$ cat src/rtl/control_memory_config.sv
// Write-side controller for the per-thread branch control memory: arbitrates two
// configuration requesters, merges field writes through a shadow copy, and runs a clear sweep.
module control_memory_config #(
    parameter int unsigned MATCH_WIDTH  = 10,
    parameter int unsigned COND_WIDTH   = 4,
    parameter int unsigned LINK_WIDTH   = 10,
    parameter int unsigned THREAD_COUNT = 8,
    parameter int unsigned THREAD_WIDTH = 3,
    localparam int unsigned WORD_WIDTH  = MATCH_WIDTH + COND_WIDTH + LINK_WIDTH
) (
    input  logic                    clock,
    input  logic                    reset,
    input  logic                    a_valid,
    output logic                    a_ready,
    input  logic [THREAD_WIDTH-1:0] a_thread,
    input  logic [1:0]              a_field,
    input  logic [WORD_WIDTH-1:0]   a_data,
    input  logic                    b_valid,
    output logic                    b_ready,
    input  logic [THREAD_WIDTH-1:0] b_thread,
    input  logic [1:0]              b_field,
    input  logic [WORD_WIDTH-1:0]   b_data,
    input  logic                    clear_start,
    output logic                    clear_busy,
    output logic                    wren,
    output logic [THREAD_WIDTH-1:0] write_thread,
    output logic [WORD_WIDTH-1:0]   write_data
);

    localparam int unsigned DEPTH     = 2 ** THREAD_WIDTH;
    localparam int unsigned LINK_LSB  = 0;
    localparam int unsigned COND_LSB  = LINK_WIDTH;
    localparam int unsigned MATCH_LSB = LINK_WIDTH + COND_WIDTH;

    typedef enum logic {
        IDLE  = 1'b0,
        CLEAR = 1'b1
    } state_t;

    state_t                  state_q, state_d;
    logic [THREAD_WIDTH-1:0] cnt_q, cnt_d;
    logic                    prio_a_q, prio_a_d;

    logic [WORD_WIDTH-1:0]   shadow [DEPTH];
    logic [DEPTH-1:0]        shadow_valid;

    logic                    serve, grant_a, grant_b, in_range;
    logic [THREAD_WIDTH-1:0] sel_thread;
    logic [1:0]              sel_field;
    logic [WORD_WIDTH-1:0]   sel_data, base, merged;

    logic                    wren_d;
    logic [THREAD_WIDTH-1:0] thread_d;
    logic [WORD_WIDTH-1:0]   data_d;
    logic                    sh_we;
    logic [THREAD_WIDTH-1:0] sh_idx;
    logic [WORD_WIDTH-1:0]   sh_val;

    // Round-robin arbitration; requesters are only served in IDLE with no sweep starting
    always_comb begin
        serve   = (state_q == IDLE) && !clear_start && !reset;
        grant_a = serve && a_valid && (!b_valid || prio_a_q);
        grant_b = serve && b_valid && (!a_valid || !prio_a_q);
    end

    assign a_ready = grant_a;
    assign b_ready = grant_b;

    // Merge the selected field into the thread's shadow word (zero base if never written)
    always_comb begin
        sel_thread = grant_b ? b_thread : a_thread;
        sel_field  = grant_b ? b_field  : a_field;
        sel_data   = grant_b ? b_data   : a_data;
        in_range   = 32'(sel_thread) < THREAD_COUNT;
        base       = shadow_valid[sel_thread] ? shadow[sel_thread] : '0;
        merged     = base;
        case (sel_field)
            2'd0:    merged[MATCH_LSB +: MATCH_WIDTH] = sel_data[MATCH_WIDTH-1:0];
            2'd1:    merged[COND_LSB +: COND_WIDTH]   = sel_data[COND_WIDTH-1:0];
            2'd2:    merged[LINK_LSB +: LINK_WIDTH]   = sel_data[LINK_WIDTH-1:0];
            default: merged = sel_data;
        endcase
    end

    // Next-state and next-output logic
    always_comb begin
        state_d  = state_q;
        cnt_d    = cnt_q;
        prio_a_d = prio_a_q;
        wren_d   = 1'b0;
        thread_d = write_thread;
        data_d   = write_data;
        sh_we    = 1'b0;
        sh_idx   = sel_thread;
        sh_val   = merged;
        case (state_q)
            IDLE: begin
                if (clear_start) begin
                    state_d = CLEAR;
                    cnt_d   = '0;
                end else if (grant_a || grant_b) begin
                    prio_a_d = grant_b;
                    if (in_range) begin
                        wren_d   = 1'b1;
                        thread_d = sel_thread;
                        data_d   = merged;
                        sh_we    = 1'b1;
                    end
                end
            end
            CLEAR: begin
                wren_d   = 1'b1;
                thread_d = cnt_q;
                data_d   = '0;
                sh_we    = 1'b1;
                sh_idx   = cnt_q;
                sh_val   = '0;
                if (32'(cnt_q) == THREAD_COUNT - 1) begin
                    state_d = IDLE;
                    cnt_d   = '0;
                end else begin
                    cnt_d = cnt_q + THREAD_WIDTH'(1);
                end
            end
            default: state_d = IDLE;
        endcase
    end

    always_ff @(posedge clock) begin
        if (reset) begin
            state_q      <= IDLE;
            cnt_q        <= '0;
            prio_a_q     <= 1'b1;
            wren         <= 1'b0;
            write_thread <= '0;
            write_data   <= '0;
            clear_busy   <= 1'b0;
            shadow_valid <= '0;
        end else begin
            state_q      <= state_d;
            cnt_q        <= cnt_d;
            prio_a_q     <= prio_a_d;
            wren         <= wren_d;
            write_thread <= thread_d;
            write_data   <= data_d;
            clear_busy   <= (state_d == CLEAR);
            if (sh_we) begin
                shadow_valid[sh_idx] <= 1'b1;
            end
        end
    end

    // Shadow contents need no reset; validity is tracked separately
    always_ff @(posedge clock) begin
        if (sh_we && !reset) begin
            shadow[sh_idx] <= sh_val;
        end
    end

endmodule

$ cat config.mk
export PLATFORM = sky130hd
export DESIGN_NAME = control_memory_config
export DESIGN_NICKNAME = d
export VERILOG_FILES = /design/src/rtl/control_memory_config.sv
export SDC_FILE = /design/constraint.sdc
export NUM_CORES = 1
export LEC_CHECK = 0
export CAP_MARGIN = 10
export CORE_MARGIN = 2
export CORE_UTILIZATION = 52
export DETAILED_ROUTE_END_ITERATION = 12
export PLACE_DENSITY = 0.77
export SLEW_MARGIN = 15
export SYNTH_ARGS = -nofsm -noshare
export SYNTH_HDL_FRONTEND = slang
export SYNTH_SLANG_ARGS = --single-unit
$ cat constraint.sdc
create_clock -name clock -period 3.7 [get_ports clock]
set_input_delay 0.74 -clock clock [delete_from_list [all_inputs] [get_ports clock]]
set_output_delay 0.74 -clock clock [all_outputs]
set_load 0.03 [all_outputs]
# Word level (Yosys, flattened, before mapping)
# Memory sizes are Yosys's and may differ from the RTL's.
# Index checks and enable logic that the tools add are counted.
# W data, S select, Z words.
[word_totals]
mem_count = 1
mem_bits_rw = 192
out_inout_bits = 31
register_bits = 41
inputBits = 63
wordCells = 73
[memory_table]
columns = ["memory", "depth", "width", "rd", "rd_clocked_by_memory_dff", "wr", "line", "rtl"]
rows = [
  ["shadow", 8, 24, 1, 0, 1, "44", "logic [WORD_WIDTH-1:0] shadow [DEPTH];"],
]
[op_classes]
bitwise = 3
order_cmp = 3
n_addsub = 1
eq_ne = 6
reduce_logical = 22
muxes = 30
[op_table]
columns = ["operator", "count"]
rows = [
  ["$mux W24", 5],
  ["$pmux W24 S2", 1],
  ["$pmux W10 S2", 1],
  ["$mux W3", 6],
  ["$pmux W3 S2", 2],
  ["$mux W10", 1],
  ["$logic_and A1 B1 Y1", 8],
  ["$lt A3 B4 Y1 const B", 2],
  ["$mux W1", 8],
  ["$or A8 B8 Y8", 1],
  ["$pmux W4 S2", 1],
  ["$reduce_or A2 Y1", 3],
  ["$logic_not A1 Y1", 5],
  ["$ne A2 B2 Y1 const B", 2],
  ["$pmux W1 S2", 2],
  ["$add A3 B1 Y3 const B", 1],
  ["$bmux W1 S3", 1],
  ["$demux W1 S3", 1],
  ["$eq A3 B3 Y1 const B", 1],
  ["$ge A3 B1 Y1 const B", 1],
  ["$logic_or A1 B1 Y1", 3],
  ["$reduce_and A3 Y1", 1],
  ["$eq A2 B1 Y1 const B", 1],
  ["$eq A2 B2 Y1 const B", 1],
  ["other kinds (5)", 6],
]

# Depth between registers and ports, before layout
# Gate-level depths: netlist of the first run.
[depth]
depth_word = 13
ltp_mapped = 14
mapped_depth_nobuf = 11

# Worst setup path before layout of the first run
# No wires, ideal clock.
[synth_path]
path_type = "in2reg"
start = "in reset"
end = "mem shadow[3][0] in the netlist's numbering, enable pin"
n_path_buf = 3
path_slack_ns = -0.067
setup_time_ns = 0.405
path_stages = 9
arrival_time_ns = 3.362
cell_sequence = "buf_2 > nor3_4 > nand3_1 > nand2_2 > buf_2 > mux2i_1 > or3_1 > clkbuf_1 > nor2_1"
[synth_via]
elab_chain_cells = 11
[synth_rtl]
columns = ["element", "line", "rtl"]
rows = [
  ["start: declaration", "12", "input logic reset,"],
  ["$logic_not A1 Y1 (*)", "61, 155", ""],
  ["$logic_and A1 B1 Y1", "61", "serve = (state_q == IDLE) && !clear_start && !reset;"],
  ["$logic_and A1 B1 Y1, on equally long branches (2 in series)", "62, 63", ""],
  ["$logic_or A1 B1 Y1", "101", "end else if (grant_a || grant_b) begin"],
  ["$mux W1", "101", ""],
  ["$mux W1", "98", "if (clear_start) begin"],
  ["$pmux W1 S2", "96", "case (state_q)"],
  ["$logic_and A1 B1 Y1", "155", "if (sh_we && !reset) begin"],
  ["$mux W1", "155", ""],
  ["$mux W1 (not written as such)", "156", "shadow[sh_idx] <= sh_val;"],
  ["end: declaration", "44", ""],
]
# Mark *: on every way between the ends. The rest lies on a longest branch, timed or not.

# Final worst setup path of the first run
[layout_path]
start = "in reset"
end = "mem shadow[5][5] in the netlist's numbering, data pin"
[layout_via]
elab_chain_cells = 10
[layout_rtl]
columns = ["element", "line", "rtl"]
rows = [
  ["$logic_not A1 Y1 (*)", "61", ""],
  ["$logic_and A1 B1 Y1 (*)", "61", ""],
  ["$logic_and A1 B1 Y1 (*) (2 in series)", "63", "grant_b = serve && b_valid && (!a_valid || !prio_a_q);"],
  ["$mux W3", "71", "sel_thread = grant_b ? b_thread : a_thread;"],
  ["$bmux W1 S3", "75", "base = shadow_valid[sel_thread] ? shadow[sel_thread] : '0;"],
  ["$mux W1 (not written as such)", "75", ""],
  ["$mux W24", "75", ""],
  ["$mux W10 (*)", "77", "case (sel_field)"],
  ["$mux W24 (*)", "96", ""],
]
# Mark *: on every way between the ends. The rest lies on a longest branch, timed or not. The select of a mux whose other input is x is not followed.

==> results of run 1 <==
cell usage after synthesis, types with 2 or more instances:
library cell,count,share of area
edfxtp_1,192,0.58
mux2i_1,74,0.074
dfxtp_1,41,0.082
mux2_2,38,0.043
o22ai_1,37,0.023
nor2_1,32,0.012
a21o_1,25,0.019
a22o_1,25,0.022
a221oi_1,21,0.018
nand2_1,18,0.0068
clkbuf_1,16,0.0060
inv_1,14,0.0053
a211oi_1,13,0.0098
nor2b_1,10,0.0063
mux4_2,9,0.020
buf_2,8,0.0040
nand2b_1,8,0.0050
buf_6,7,0.0079
a21oi_1,5,0.0025
ha_1,5,0.0063
a221oi_2,4,0.0060
a31o_2,4,0.0035
nand3_1,4,0.0020
a211oi_2,3,0.0038
a31oi_1,3,0.0019
buf_4,3,0.0023
nor3_1,3,0.0015
o21ai_0,3,0.0015
a21boi_2,2,0.0023
a22oi_1,2,0.0015
nand2_2,2,0.0013
nor4_4,2,0.0043
or3_1,2,0.0013
report_power, final:
part | total (W) | internal, W | switching (W)
Sequential | 0.00299 | 0.00296 | 0.0000295
Combinational | 0.000832 | 0.000380 | 0.000453
Clock | 0.00242 | 0.00147 | 0.000944
layer usage:
layer / track usage / up-vias / share of wire
met2: 0.444 / 281 / 0.50
met4: 0.0969 / 0 / 0.033
met5: 0 / - / 0
met3: 0.0332 / 64 / 0.062
li1: - / 2957 / -
met1: 0.315 / 3315 / 0.40
cell families after synthesis:
logic type | after synthesis | synth area share
AO/OA/AOI/OAI | 154 | 0.121
AND/OR/NAND/NOR | 87 | 0.0469
buffers and inverters | 51 | 0.0281
multiplexers | 122 | 0.140
adder cells (fa/ha/maj) | 5 | 0.00625
flip-flops | 233 | 0.658
cell type report:
type / count / area (sq um)
repair buffers: 184 / 1840
multi-input cells: 368 / 3160
clock inverters: 9 / 123
clock buffers: 32 / 671
inverters: 15 / 56.3
fillers: 1221 / 6040
flip-flops and latches: 233 / 6590
well taps: 234 / 293
path summary, 6_finish.rpt:
path / slack (ps) / from / to / depth (start not counted)
worst max-delay path: 260 / reset / shadow[5][5]$_DFFE_PP_ / 9
worst min register to register: 450 / write_thread[0]$_SDFFE_PP0P_ / write_thread[0]$_SDFFE_PP0P_ / 2
worst min-delay path: 450 / write_thread[0]$_SDFFE_PP0P_ / write_thread[0]$_SDFFE_PP0P_ / 2
worst max register to register: 590 / state_q$_SDFF_PP0_ / shadow[5][5]$_DFFE_PP_ / 8
worst max-delay path: cells and delay by family:
kind,cells,cell delay [ps]
buf+inv,2,740
simple gates,3,1160
compound gates,4,1040
stage by stage:
step / cell area (sq um) / std cells / TNS [ps]
finish: 12700 / 1075 / 0
floorplan: 10000 / 652 / -6440
detailed placement: 11900 / 1034 / -1450
global route: 12700 / 1075 / 0
global placement: 11900 / 1034 / -901
CTS: 12700 / 1075 / 0
flip-flops by register name (all words and copies together), names as in the netlist:
signal        flops
cnt_q             3
prio_a_q          1
shadow          192
shadow_valid      8
state_q           1
wren              1
write_data       24
write_thread      3
==> flow_summary.ini, run 1 <==
[run_status]
status = finished, final reports clean

[cts]
postCtsResizedCells = 0
cts_hold_buf = 0
h-tree-depth = 1
cts_setup_buffers = 0
cts.sinks = 233
cts_inserted_buffers = 23
cts.clk_slew.worst_paths_ps = 60
root_buffer = clkbuf_16
clock_latency_ps = 520
clock_path_buffers = 3
cts_tree = built

[critical_path]
critPathMaxFanout = 9
crit_path_end_kind = register
critPathKind = in2reg
cp_cell_sequence = clkdlybuf4s50_1, or3_1, o21ai_1, nand4_1, o22ai_1, buf_4, a211oi_1, a221oi_1, nor2b_1
critPathMaxStageDelay_ps = 510
start_kind = input pin
crit_required_ps = 3940
crit_slowest_cell = clkdlybuf4s50_1
worst_ep_arrival_time_ps = 3680

[logic_synthesis]
async_reset_ff_frac = 0
synth_edf_count = 192
syn_area_per_cell_sq_um = 15.3
syn-cell-area_sq_mm = 0.0100
synth.distinct_cells = 50
synth_fp_nets = 720
ys.flop_type = edfxtp_1
ys_seq_elements = 233
syn_inst = 652
yosys_warnings = 0
seq_area_frac_synth = 0.658

[cells_and_area]
syn2layout_area_growth_pct = 27.2
fin_nets = 893
drive_above_1_share = 0.247
utilization = 0.678
diodes = 0
final_cell_mix = edfxtp_1, clkdlybuf4s50_1, mux2i_1, buf_4, dfxtp_1
layout_commonest_cell = edfxtp_1

[floorplanning]
die_area_sq_mm = 0.0204
ios = 94
die_h_um = 143
initial_core_util = 0.533
die_w_um = 143
rows = 50
fp.coreArea_sq_mm = 0.0188

[drt]
routed_wl_um = 25400
drc = 0
drtIter0Drc = 552
wl_per_cell_um = 23.7
firstDrtPassIters = 5
viasPerCell = 6.16
vias = 6617
ant_nets = 0

[global_route]
grt_pass1_vias = 6804
grt_pass1_wl_um = 38100
grt_usage = 0.251
antenna_found_initial = 0
globalRoute.totalOverflow = 0
grt_max_degree = 36

[timing]
slew_violations = 0
rsz0062_at_grt = no
finalSetupViolCount = 0
fmax_ghz = 0.291
maxSlewHeadroom = 0.423
period_needed_ps = 3440
tightest_slew_ps = 860
post-route-period-util = 0.930
hold_slack_ps = 451
clock_skew_ps = 15.9
setup_ws_ps = 261
finalHoldViolations = 0

[place]
hpwlAfterDp_um = 16500
io_buffers = 93
gp_congestion = 0.842
post-place-ws_ps = -179

[power]
vdd_drop_max_uv = 365
total_power_w = 0.00624
total_leakage_power_nw = 4.78
powerDensity_mw_per_mm2 = 490

[job]
drv_cap = 0

[worst_hold_path]
hold_path.class = reg2reg
Power figures use the tool's default switching activity.
==> inputs of run 2 (changes only) <==
--- a/config.mk
+++ b/config.mk
@@ -7,9 +7,10 @@
 export LEC_CHECK = 0
 export CAP_MARGIN = 10
 export CORE_MARGIN = 2
-export CORE_UTILIZATION = 52
+export CORE_UTILIZATION = 55
 export DETAILED_ROUTE_END_ITERATION = 12
-export PLACE_DENSITY = 0.77
+export PLACE_DENSITY = 0.78
+export RECOVER_POWER = 100
 export SLEW_MARGIN = 15
 export SYNTH_ARGS = -nofsm -noshare
 export SYNTH_HDL_FRONTEND = slang
==> constraint.sdc (replaced) <==
create_clock -name clock -period 4.25 [get_ports clock]
set_input_delay 0.85 -clock clock [delete_from_list [all_inputs] [get_ports clock]]
set_output_delay 0.85 -clock clock [all_outputs]
set_load 0.03 [all_outputs]
==> run 2 against run 1 <==
  * Worst setup slack improved by 67 ps
  * Sequential power is 13% lower
  * Sequential cell count did not move
  * Highest routed layer unchanged
  * Power shrank 15%
  * Register-to-register slack improved by 400 ps
  * Critical path type is now in2out
  * Worst hold slack improved by 25 ps
  * First-iteration DRC count up 1.8%
==> flow_summary.ini, run 2 (synthesis gave the netlist of run 1 again) <==
[run_status]
status = finished, final reports clean

[power]
p_switching_w = 0.00123
total_leakage_power_nw = 4.56
netSwitchingFraction = 0.231
powerDensity_mw_per_mm2 = 441
seq_power_share = 0.488
vdd_drop_max_uv = 369
clockPowerShare = 0.396
p_comb_frac = 0.115
p_int_w = 0.00411

[cells_and_area]
top_regs = shadow: 192 flops, write_data: 24 flops, shadow_valid: 8 flops
fin_nets = 849
layout_commonest_cell = edfxtp_1
final_cell_mix = edfxtp_1, mux2i_1, clkdlybuf4s50_1, dfxtp_1, o22ai_1
multi_input_area_sq_mm = 0.00310
largest_reg_flops = 192
top_register = shadow
design_area_sq_mm = 0.0121
nFillCells = 1237
drive_above_1_share = 0.173
ff_latch_area_sq_mm = 0.00659
diodes = 0
syn2layout_area_growth_pct = 20.9

[global_route]
globalRoute.totalOverflow = 0
grt_pass1_wl_um = 37900
antenna_found_initial = 0
grt_max_degree = 37
grt_usage = 0.255
grt_pass1_vias = 6499

[timing]
rsz0062_at_grt = no
clock_skew_ps = 4.48
period_needed_ps = 3920
tightest_slew_ps = 837
setup_tns_ps = 0
finalHoldViolations = 0
post-route-period-util = 0.923
slew_violations = 0
finalSetupViolCount = 0
fmax_ghz = 0.255
maxSlewHeadroom = 0.442

[critical_path]
critPathMaxFanout = 12
crit_required_ps = 3400
crit_path_end_kind = output pin
crit_top_cell = dlygate4sd3_1
critPathMaxStageDelay_ps = 780
critPathKind = in2out
cp_cell_sequence = dlygate4sd3_1, nor3_1, nand2_2, clkinv_1, buf_4, dlygate4sd3_1
worst_ep_arrival_time_ps = 3070
start_kind = input pin
crit_slowest_cell = dlygate4sd3_1

[drt]
firstDrtPassIters = 5
drtIter0Drc = 562
vias = 6504
drc = 0
ant_nets = 0
wl_per_cell_um = 24.4
routed_wl_um = 25100
viasPerCell = 6.33

[floorplanning]
ios = 94
die_w_um = 139
fp.coreArea_sq_mm = 0.0179
rows = 49
die_area_sq_mm = 0.0193
initial_core_util = 0.559
die_h_um = 139

[cts]
h-tree-depth = 1
cts.sinks = 233
cts_inserted_buffers = 24
postCtsResizedCells = 0
cts_hold_buf = 0
cts_setup_buffers = 0
clock_latency_ps = 510
cts_tree = built
root_buffer = clkbuf_16
cts.clk_slew.worst_paths_ps = 60
clock_path_buffers = 3

[worst_hold_path]
hold_path.class = reg2reg

[place]
io_buffers = 93
gp_congestion = 0.869
hpwlAfterDp_um = 16100
placed_cell_area_sq_mm = 0.0114

[job]
drv_cap = 0
-- run 2: area by class of cell --
class / count / share of cell area
Multi-Input combinational cell: 368 / 0.257
Clock inverter: 12 / 0.0117
Sequential cell: 233 / 0.544
Clock buffer: 32 / 0.0547
Tap cell: 229 / 0.0237
Timing Repair Buffer: 139 / 0.104
Inverter: 15 / 0.00465
-- run 2: power by group through the flow --
stage	registers, W	clock network, W	logic [W]
finish	0.00261	0.00212	0.000614
global route	0.00261	0.00223	0.000654
CTS	0.00261	0.00214	0.000634
detailed placement	0.00265	0	0.000629
global placement	0.00265	0	0.000610
floorplan	0.00268	0	0.000354
-- run 2: final timing paths --
| check | startpoint | endpoint | slack (ps) | depth (start not counted) |
|---|---|---|---|---|
| setup / recovery | clear_start | b_ready | 330 | 6 |
| hold / removal | write_thread[2]$_SDFFE_PP0P_ | write_thread[2]$_SDFFE_PP0P_ | 480 | 1 |
| setup reg to reg | state_q$_SDFF_PP0_ | shadow[6][2]$_DFFE_PP_ | 990 | 7 |
| hold reg to reg | write_thread[2]$_SDFFE_PP0P_ | write_thread[2]$_SDFFE_PP0P_ | 480 | 1 |
-- run 2: critical path, delay by kind of cell --
kind | cells | cell delay [ps]
AND/OR/NAND/NOR | 2 | 480
buffers and inverters | 4 | 1740
-- run 2: per-layer routing --
layer	global-route usage	share of wire	up-vias
met2	0.427	0.49	331
met1	0.336	0.39	3240
met3	0.0376	0.074	62
met5	0	0	-
met4	0.111	0.042	0
li1	-	-	2871
-- run 2: through the flow --
| step | cells | setup WS [ps] | utilization | power, W | hold slack (ps) |
|---|---|---|---|---|---|
| 6_report | 1028 | 328 | 0.676 | 0.00534 | 477 |
| 3_5_place_dp | 984 | 91.7 | 0.639 | 0.00328 | 467 |
| 4_1_cts | 1028 | 488 | 0.684 | 0.00538 | 477 |
| 2_1_floorplan | 652 | 373 | - | 0.00303 | 452 |
| 3_3_place_gp | 984 | 199 | 0.639 | 0.00326 | 466 |
| 5_1_grt | 1028 | 210 | 0.676 | 0.00549 | 497 |
